<file path="config.mk">
export PLATFORM = sky130hd
export DESIGN_NAME = v_ram_reader
export DESIGN_NICKNAME = d
export VERILOG_FILES = /design/src/rtl/v_ram_pkg.sv /design/src/rtl/v_ram_skid_fifo.sv /design/src/rtl/v_ram_reader.sv
export SDC_FILE = /design/constraint.sdc
export NUM_CORES = 1
export LEC_CHECK = 0
export CORE_ASPECT_RATIO = 2
export CORE_MARGIN = 2
export CORE_UTILIZATION = 62
export DETAILED_ROUTE_END_ITERATION = 6
export DONT_BUFFER_PORTS = 1
export GPL_ROUTABILITY_DRIVEN = 0
export GPL_TIMING_DRIVEN = 1
export PLACE_DENSITY = 0.78
export SLEW_MARGIN = 20
export SYNTH_ARGS = -nofsm -noshare
export SYNTH_HDL_FRONTEND = slang
export SYNTH_SLANG_ARGS = --single-unit
</file>
<file path="constraint.sdc">
create_clock -name clk -period 5.28 [get_ports clk]
set_clock_uncertainty 0.15 [all_clocks]
set_input_delay 0.264 -clock clk [delete_from_list [all_inputs] [get_ports clk]]
set_output_delay 0.264 -clock clk [all_outputs]
set_load 0.01 [all_outputs]
</file>
<file path="src/rtl/v_ram_pkg.sv">
// Shared types and constants for the v_ram reader and its skid FIFO.
// Optional feature macro used by the reader: V_RAM_READER_STRIDE_EN.
package v_ram_pkg;

    localparam int V_RAM_D_WIDTH     = 16;
    localparam int V_RAM_A_WIDTH     = 4;
    localparam int READER_FIFO_DEPTH = 2;

    typedef enum logic [1:0] {
        ST_IDLE  = 2'd0,
        ST_RUN   = 2'd1,
        ST_DRAIN = 2'd2
    } reader_state_t;

endpackage

</file>
<file path="src/rtl/v_ram_skid_fifo.sv">
// Two-entry FIFO of {last, data} that absorbs RAM words while the consumer stalls.
// Entries reset to zero so the head reads as zero out of reset.
module v_ram_skid_fifo
    import v_ram_pkg::*;
#(
    parameter int D_WIDTH = V_RAM_D_WIDTH
) (
    input  logic               clk,
    input  logic               rst,
    input  logic               push_i,
    input  logic [D_WIDTH-1:0] push_data_i,
    input  logic               push_last_i,
    input  logic               pop_i,
    output logic [D_WIDTH-1:0] head_data_o,
    output logic               head_last_o,
    output logic [1:0]         occ_o,
    output logic               empty_o
);

    logic [D_WIDTH-1:0] data_q [READER_FIFO_DEPTH];
    logic               last_q [READER_FIFO_DEPTH];
    logic               wr_ptr_q;
    logic               rd_ptr_q;
    logic [1:0]         occ_q;
    logic [1:0]         occ_d;

    always_comb begin
        occ_d = occ_q;
        case ({push_i, pop_i})
            2'b10:   occ_d = occ_q + 2'd1;
            2'b01:   occ_d = occ_q - 2'd1;
            default: occ_d = occ_q;
        endcase
    end

    always_ff @(posedge clk) begin
        if (rst) begin
            for (int i = 0; i < READER_FIFO_DEPTH; i++) begin
                data_q[i] <= '0;
                last_q[i] <= 1'b0;
            end
            wr_ptr_q <= 1'b0;
            rd_ptr_q <= 1'b0;
            occ_q    <= 2'd0;
        end else begin
            if (push_i) begin
                data_q[wr_ptr_q] <= push_data_i;
                last_q[wr_ptr_q] <= push_last_i;
                wr_ptr_q         <= ~wr_ptr_q;
            end
            if (pop_i) begin
                rd_ptr_q <= ~rd_ptr_q;
            end
            occ_q <= occ_d;
        end
    end

    assign head_data_o = data_q[rd_ptr_q];
    assign head_last_o = last_q[rd_ptr_q];
    assign occ_o       = occ_q;
    assign empty_o     = (occ_q == 2'd0);

endmodule

</file>
<file path="src/rtl/v_ram_reader.sv">
// Burst read engine for v_ram: issues addresses, captures words one cycle later,
// and streams them out with backpressure. Macro V_RAM_READER_STRIDE_EN adds a stride input.
module v_ram_reader
    import v_ram_pkg::*;
#(
    parameter int D_WIDTH = V_RAM_D_WIDTH,
    parameter int A_WIDTH = V_RAM_A_WIDTH
) (
    input  logic               clk,
    input  logic               rst,
    input  logic               start,
    input  logic [A_WIDTH-1:0] base_addr,
    input  logic [A_WIDTH:0]   len,
`ifdef V_RAM_READER_STRIDE_EN
    input  logic [A_WIDTH-1:0] stride,
`endif
    output logic               busy,
    output logic               done,
    output logic [A_WIDTH-1:0] r_addr,
    input  logic [D_WIDTH-1:0] ram_data,
    output logic [D_WIDTH-1:0] out_data,
    output logic               out_valid,
    input  logic               out_ready,
    output logic               out_last,
    output reader_state_t      dbg_state_o
);

    reader_state_t      state_q, state_d;
    logic [A_WIDTH-1:0] addr_q, addr_d;
    logic [A_WIDTH:0]   remain_q, remain_d;
    logic               zero_len_q, zero_len_d;
    logic               done_q, done_d;
    logic               inflight_q;
    logic               inflight_last_q;
    logic [A_WIDTH-1:0] step;

    logic               issue;
    logic               issue_last;
    logic               pop;
    logic [2:0]         pending;
    logic [D_WIDTH-1:0] head_data;
    logic               head_last;
    logic [1:0]         fifo_occ;
    logic               fifo_empty;

`ifdef V_RAM_READER_STRIDE_EN
    logic [A_WIDTH-1:0] stride_q, stride_d;

    always_ff @(posedge clk) begin
        if (rst) begin
            stride_q <= '0;
        end else begin
            stride_q <= stride_d;
        end
    end

    assign step = stride_q;
`else
    assign step = A_WIDTH'(1);
`endif

    assign pop        = out_valid & out_ready;
    // Words already captured plus the one still inside the RAM pipeline.
    assign pending    = {1'b0, fifo_occ} + {2'b00, inflight_q};
    assign issue      = (state_q == ST_RUN) && (remain_q != '0) &&
                        (pending < (3'd2 + {2'b00, pop}));
    assign issue_last = issue && (remain_q == (A_WIDTH+1)'(1));

    always_comb begin
        state_d    = state_q;
        addr_d     = addr_q;
        remain_d   = remain_q;
        zero_len_d = zero_len_q;
        done_d     = 1'b0;
`ifdef V_RAM_READER_STRIDE_EN
        stride_d   = stride_q;
`endif
        case (state_q)
            ST_IDLE: begin
                if (start) begin
                    addr_d     = base_addr;
                    remain_d   = len;
                    zero_len_d = (len == '0);
`ifdef V_RAM_READER_STRIDE_EN
                    stride_d   = stride;
`endif
                    state_d    = (len == '0) ? ST_DRAIN : ST_RUN;
                end
            end
            ST_RUN: begin
                if (issue) begin
                    addr_d   = addr_q + step;
                    remain_d = remain_q - (A_WIDTH+1)'(1);
                    if (issue_last) begin
                        state_d = ST_DRAIN;
                    end
                end
            end
            ST_DRAIN: begin
                if (zero_len_q || (pop && head_last)) begin
                    state_d = ST_IDLE;
                    done_d  = 1'b1;
                end
            end
            default: begin
                state_d = ST_IDLE;
            end
        endcase
    end

    always_ff @(posedge clk) begin
        if (rst) begin
            state_q         <= ST_IDLE;
            addr_q          <= '0;
            remain_q        <= '0;
            zero_len_q      <= 1'b0;
            done_q          <= 1'b0;
            inflight_q      <= 1'b0;
            inflight_last_q <= 1'b0;
        end else begin
            state_q         <= state_d;
            addr_q          <= addr_d;
            remain_q        <= remain_d;
            zero_len_q      <= zero_len_d;
            done_q          <= done_d;
            inflight_q      <= issue;
            inflight_last_q <= issue_last;
        end
    end

    v_ram_skid_fifo #(
        .D_WIDTH(D_WIDTH)
    ) u_fifo (
        .clk        (clk),
        .rst        (rst),
        .push_i     (inflight_q),
        .push_data_i(ram_data),
        .push_last_i(inflight_last_q),
        .pop_i      (pop),
        .head_data_o(head_data),
        .head_last_o(head_last),
        .occ_o      (fifo_occ),
        .empty_o    (fifo_empty)
    );

    assign busy        = (state_q != ST_IDLE);
    assign done        = done_q;
    assign r_addr      = addr_q;
    assign out_valid   = ~fifo_empty;
    assign out_data    = head_data;
    assign out_last    = head_last & ~fifo_empty;
    assign dbg_state_o = state_q;

endmodule

</file>
==> results.sh <==
export IMPL_vias=1621
export IMPL_place_area_mm2=0.002584
export IMPL_placement_io_buffers=0
export IMPL_syn_cell_area_mm2=0.002551
export IMPL_hpwl_mm=2.769
export IMPL_die_w_um=49.36
export IMPL_p_leak_nw=1.078
export IMPL_path_cells="nand2b_1, o41a_1, a211oi_1, a211oi_2"
export IMPL_relSlewSlack=0.3922
export IMPL_rsz0062_at_grt="false"
export IMPL_utilization=0.7117
export IMPL_clk_latency_ns=0.30
export IMPL_stdcell_area_mm2=0.002850
export IMPL_areaGrowthSynthToFinish_pct=11.72
export IMPL_ys_ff_latch=54
export IMPL_dp_cells=261
export IMPL_htreeDepth=2
export IMPL_async_flop_share=0
export IMPL_fin_crit_ns=2.683
export IMPL_ys_seq_area_frac=0.5571
export IMPL_worstPathMaxFanout=17
export IMPL_cts_tree="built"
export IMPL_drc=0
export IMPL_grt_max_degree=21
export IMPL_fillers=302
export IMPL_ys_warn_count=0
export IMPL_fin_tns_setup_ns=0
export IMPL_initial_utilization=0.6370
export IMPL_clock_root_buffer="clkbuf_8"
export IMPL_crit_required_ns=5.29
export IMPL_crit_arrival_ns=2.69
export IMPL_crit_path_max_incr_delay_ns=0.73
export IMPL_fp_row_count=33
export IMPL_die_area_mm2=0.004675
export IMPL_status="complete, no violations"
export IMPL_grt_pass1_wl_mm=6.851
export IMPL_end_kind="flop"
export IMPL_power_density_mw_per_mm2=361.6
export IMPL_dr_pass1_iters=4
export IMPL_fin_nets=267
export IMPL_first_global_vias=1537
export IMPL_min_period_over_period=0.5082
export IMPL_multi_input_area_mm2=0.001064
export IMPL_path_buf_inv=0
export IMPL_stdcell_count=284
export IMPL_crit_type="reg2reg"
export IMPL_holdCritPathClass="in2reg"
export IMPL_wl_mm=4.292
export IMPL_holdWs_ns=0.006753
export IMPL_avgRoutedWirePerCell_um=15.11
export IMPL_final_common_cell="and2_1"
export IMPL_grt_overflow=0
export IMPL_fmax_mhz=372.7
export IMPL_drt_iter0_drc=25
export IMPL_antenna_found_initial=0
export IMPL_vdd_ir_drop_worst_mv=0.2826
export IMPL_synth_edf_count=34
export IMPL_max_cap_viol_count=0
export IMPL_grtUsageTotal=0.1938
export IMPL_ys_dominant_reg_cell="edfxtp_1"
export IMPL_critical_path_top_delay_family="compound AO/OA/AOI/OAI gates"
export IMPL_numCtsBuffers=5
export IMPL_slowest_stage="dfxtp_1"
export IMPL_yosysUniqueCellTypes=40
export IMPL_drive_gt1_frac=0.1552
export IMPL_diodes=0
export IMPL_seqCellArea_mm2=0.001421
export IMPL_ant_nets=0
export IMPL_clockBufferDepth=2
export IMPL_finalHoldViolations=0
export IMPL_io_pins=55
export IMPL_cts_resized=0
export IMPL_report_final_slew_viol_count=0
export IMPL_tightest_slew_ns=0.9077
export IMPL_start_kind="flop"
export IMPL_clkSinkCount=54
export IMPL_mostFrequentLayoutCells="and2_1 (35), edfxtp_1 (34), dfxtp_1 (20)"
export IMPL_core_mm2=0.004005
export IMPL_vias_per_cell=5.708
export IMPL_clk_pin_slew_worst_paths_ns=0.09
export IMPL_setup_viol=0
export IMPL_syn_nets=255
export IMPL_die_h_um=94.72
export IMPL_netlist_instances=219
export IMPL_avgSynthCellArea_um2=11.65
==> through the flow <==
stage / total power, mW / setup WS (ns)
final: 1.031 / 2.597
after global routing: 1.080 / 2.379
after CTS: 1.038 / 2.609
after detailed placement: 0.7523 / 2.630
after global placement: 0.7442 / 2.739
after floorplan: 0.7195 / 3.292
==> routing by layer <==
metal | vias to the layer above | GRT usage | share of wire
li1 | 795 | - | -
met1 | 775 | 0.2281 | 0.42
met2 | 45 | 0.3221 | 0.51
met3 | 6 | 0.04905 | 0.048
met4 | 0 | 0.1024 | 0.019
met5 | - | 0 | 0
==> cell families after synthesis <==
kind of cell	after synthesis	share of synthesized area
XOR/XNOR	4	0.01373
adder cells (fa/ha/maj)	7	0.03433
AO/OA/AOI/OAI	28	0.07848
flip-flops	54	0.5571
AND/OR/NAND/NOR	86	0.1923
multiplexers	22	0.09465
buffers and inverters	18	0.02943
==> registers in the layout (all words and copies together) (netlist names), named ones only <==
register / flops
u_fifo.wr_ptr_q: 1
remain_q: 5
u_fifo.rd_ptr_q: 1
done: 1
inflight_q: 1
u_fifo.data_q: 32
dbg_state_o: 2
u_fifo.occ_o: 2
inflight_last_q: 1
zero_len_q: 1
u_fifo.last_q: 2
r_addr: 4
==> synthesized netlist by cell type, types with 3 or more instances <==
library cell | count | area (µm²)
and2_1 | 35 | 219.0
edfxtp_1 | 34 | 1021
dfxtp_1 | 20 | 400.4
mux2_2 | 17 | 191.4
nor2_1 | 14 | 52.55
clkbuf_1 | 10 | 37.54
a21oi_1 | 9 | 45.04
ha_1 | 7 | 87.58
inv_1 | 7 | 26.28
nand2_1 | 6 | 22.52
nor3_1 | 6 | 30.03
mux2i_1 | 5 | 50.05
nand2b_1 | 4 | 25.02
nor2b_1 | 4 | 25.02
o21ai_0 | 4 | 20.02
nand3_1 | 3 | 15.01
nor3b_1 | 3 | 22.52
or3_1 | 3 | 18.77
==> worst paths after layout <==
path                  start  cells after the start  slack [ns]          end
min                     rst                      2       0.007    r_addr[3]
max reg2reg  dbg_state_o[0]                      4        2.60  remain_q[0]
min reg2reg      zero_len_q                      2        0.32   zero_len_q
max          dbg_state_o[0]                      4        2.60  remain_q[0]
==> final cells by class <==
cell class	instances	share of cell area
well taps	52	0.02283
clock inverters	3	0.01668
multi-input cells	147	0.3731
clock buffers	5	0.02414
repair buffers	16	0.05531
flip-flops and latches	54	0.4987
inverters	7	0.009219
==> power breakdown <==
part	switching, mW	internal [mW]	leakage [nW]
sequential	0.0451	0.490	0.516
combinational	0.115	0.103	0.503
clock	0.133	0.145	0.0591
==> repair_timing <==
action | in CTS | in global routing
hold buffers | 12 | 3
buffers inserted | 0 | 0
endpoints found under the hold margin | 36 | 4
(Power assumes the default switching activity.)
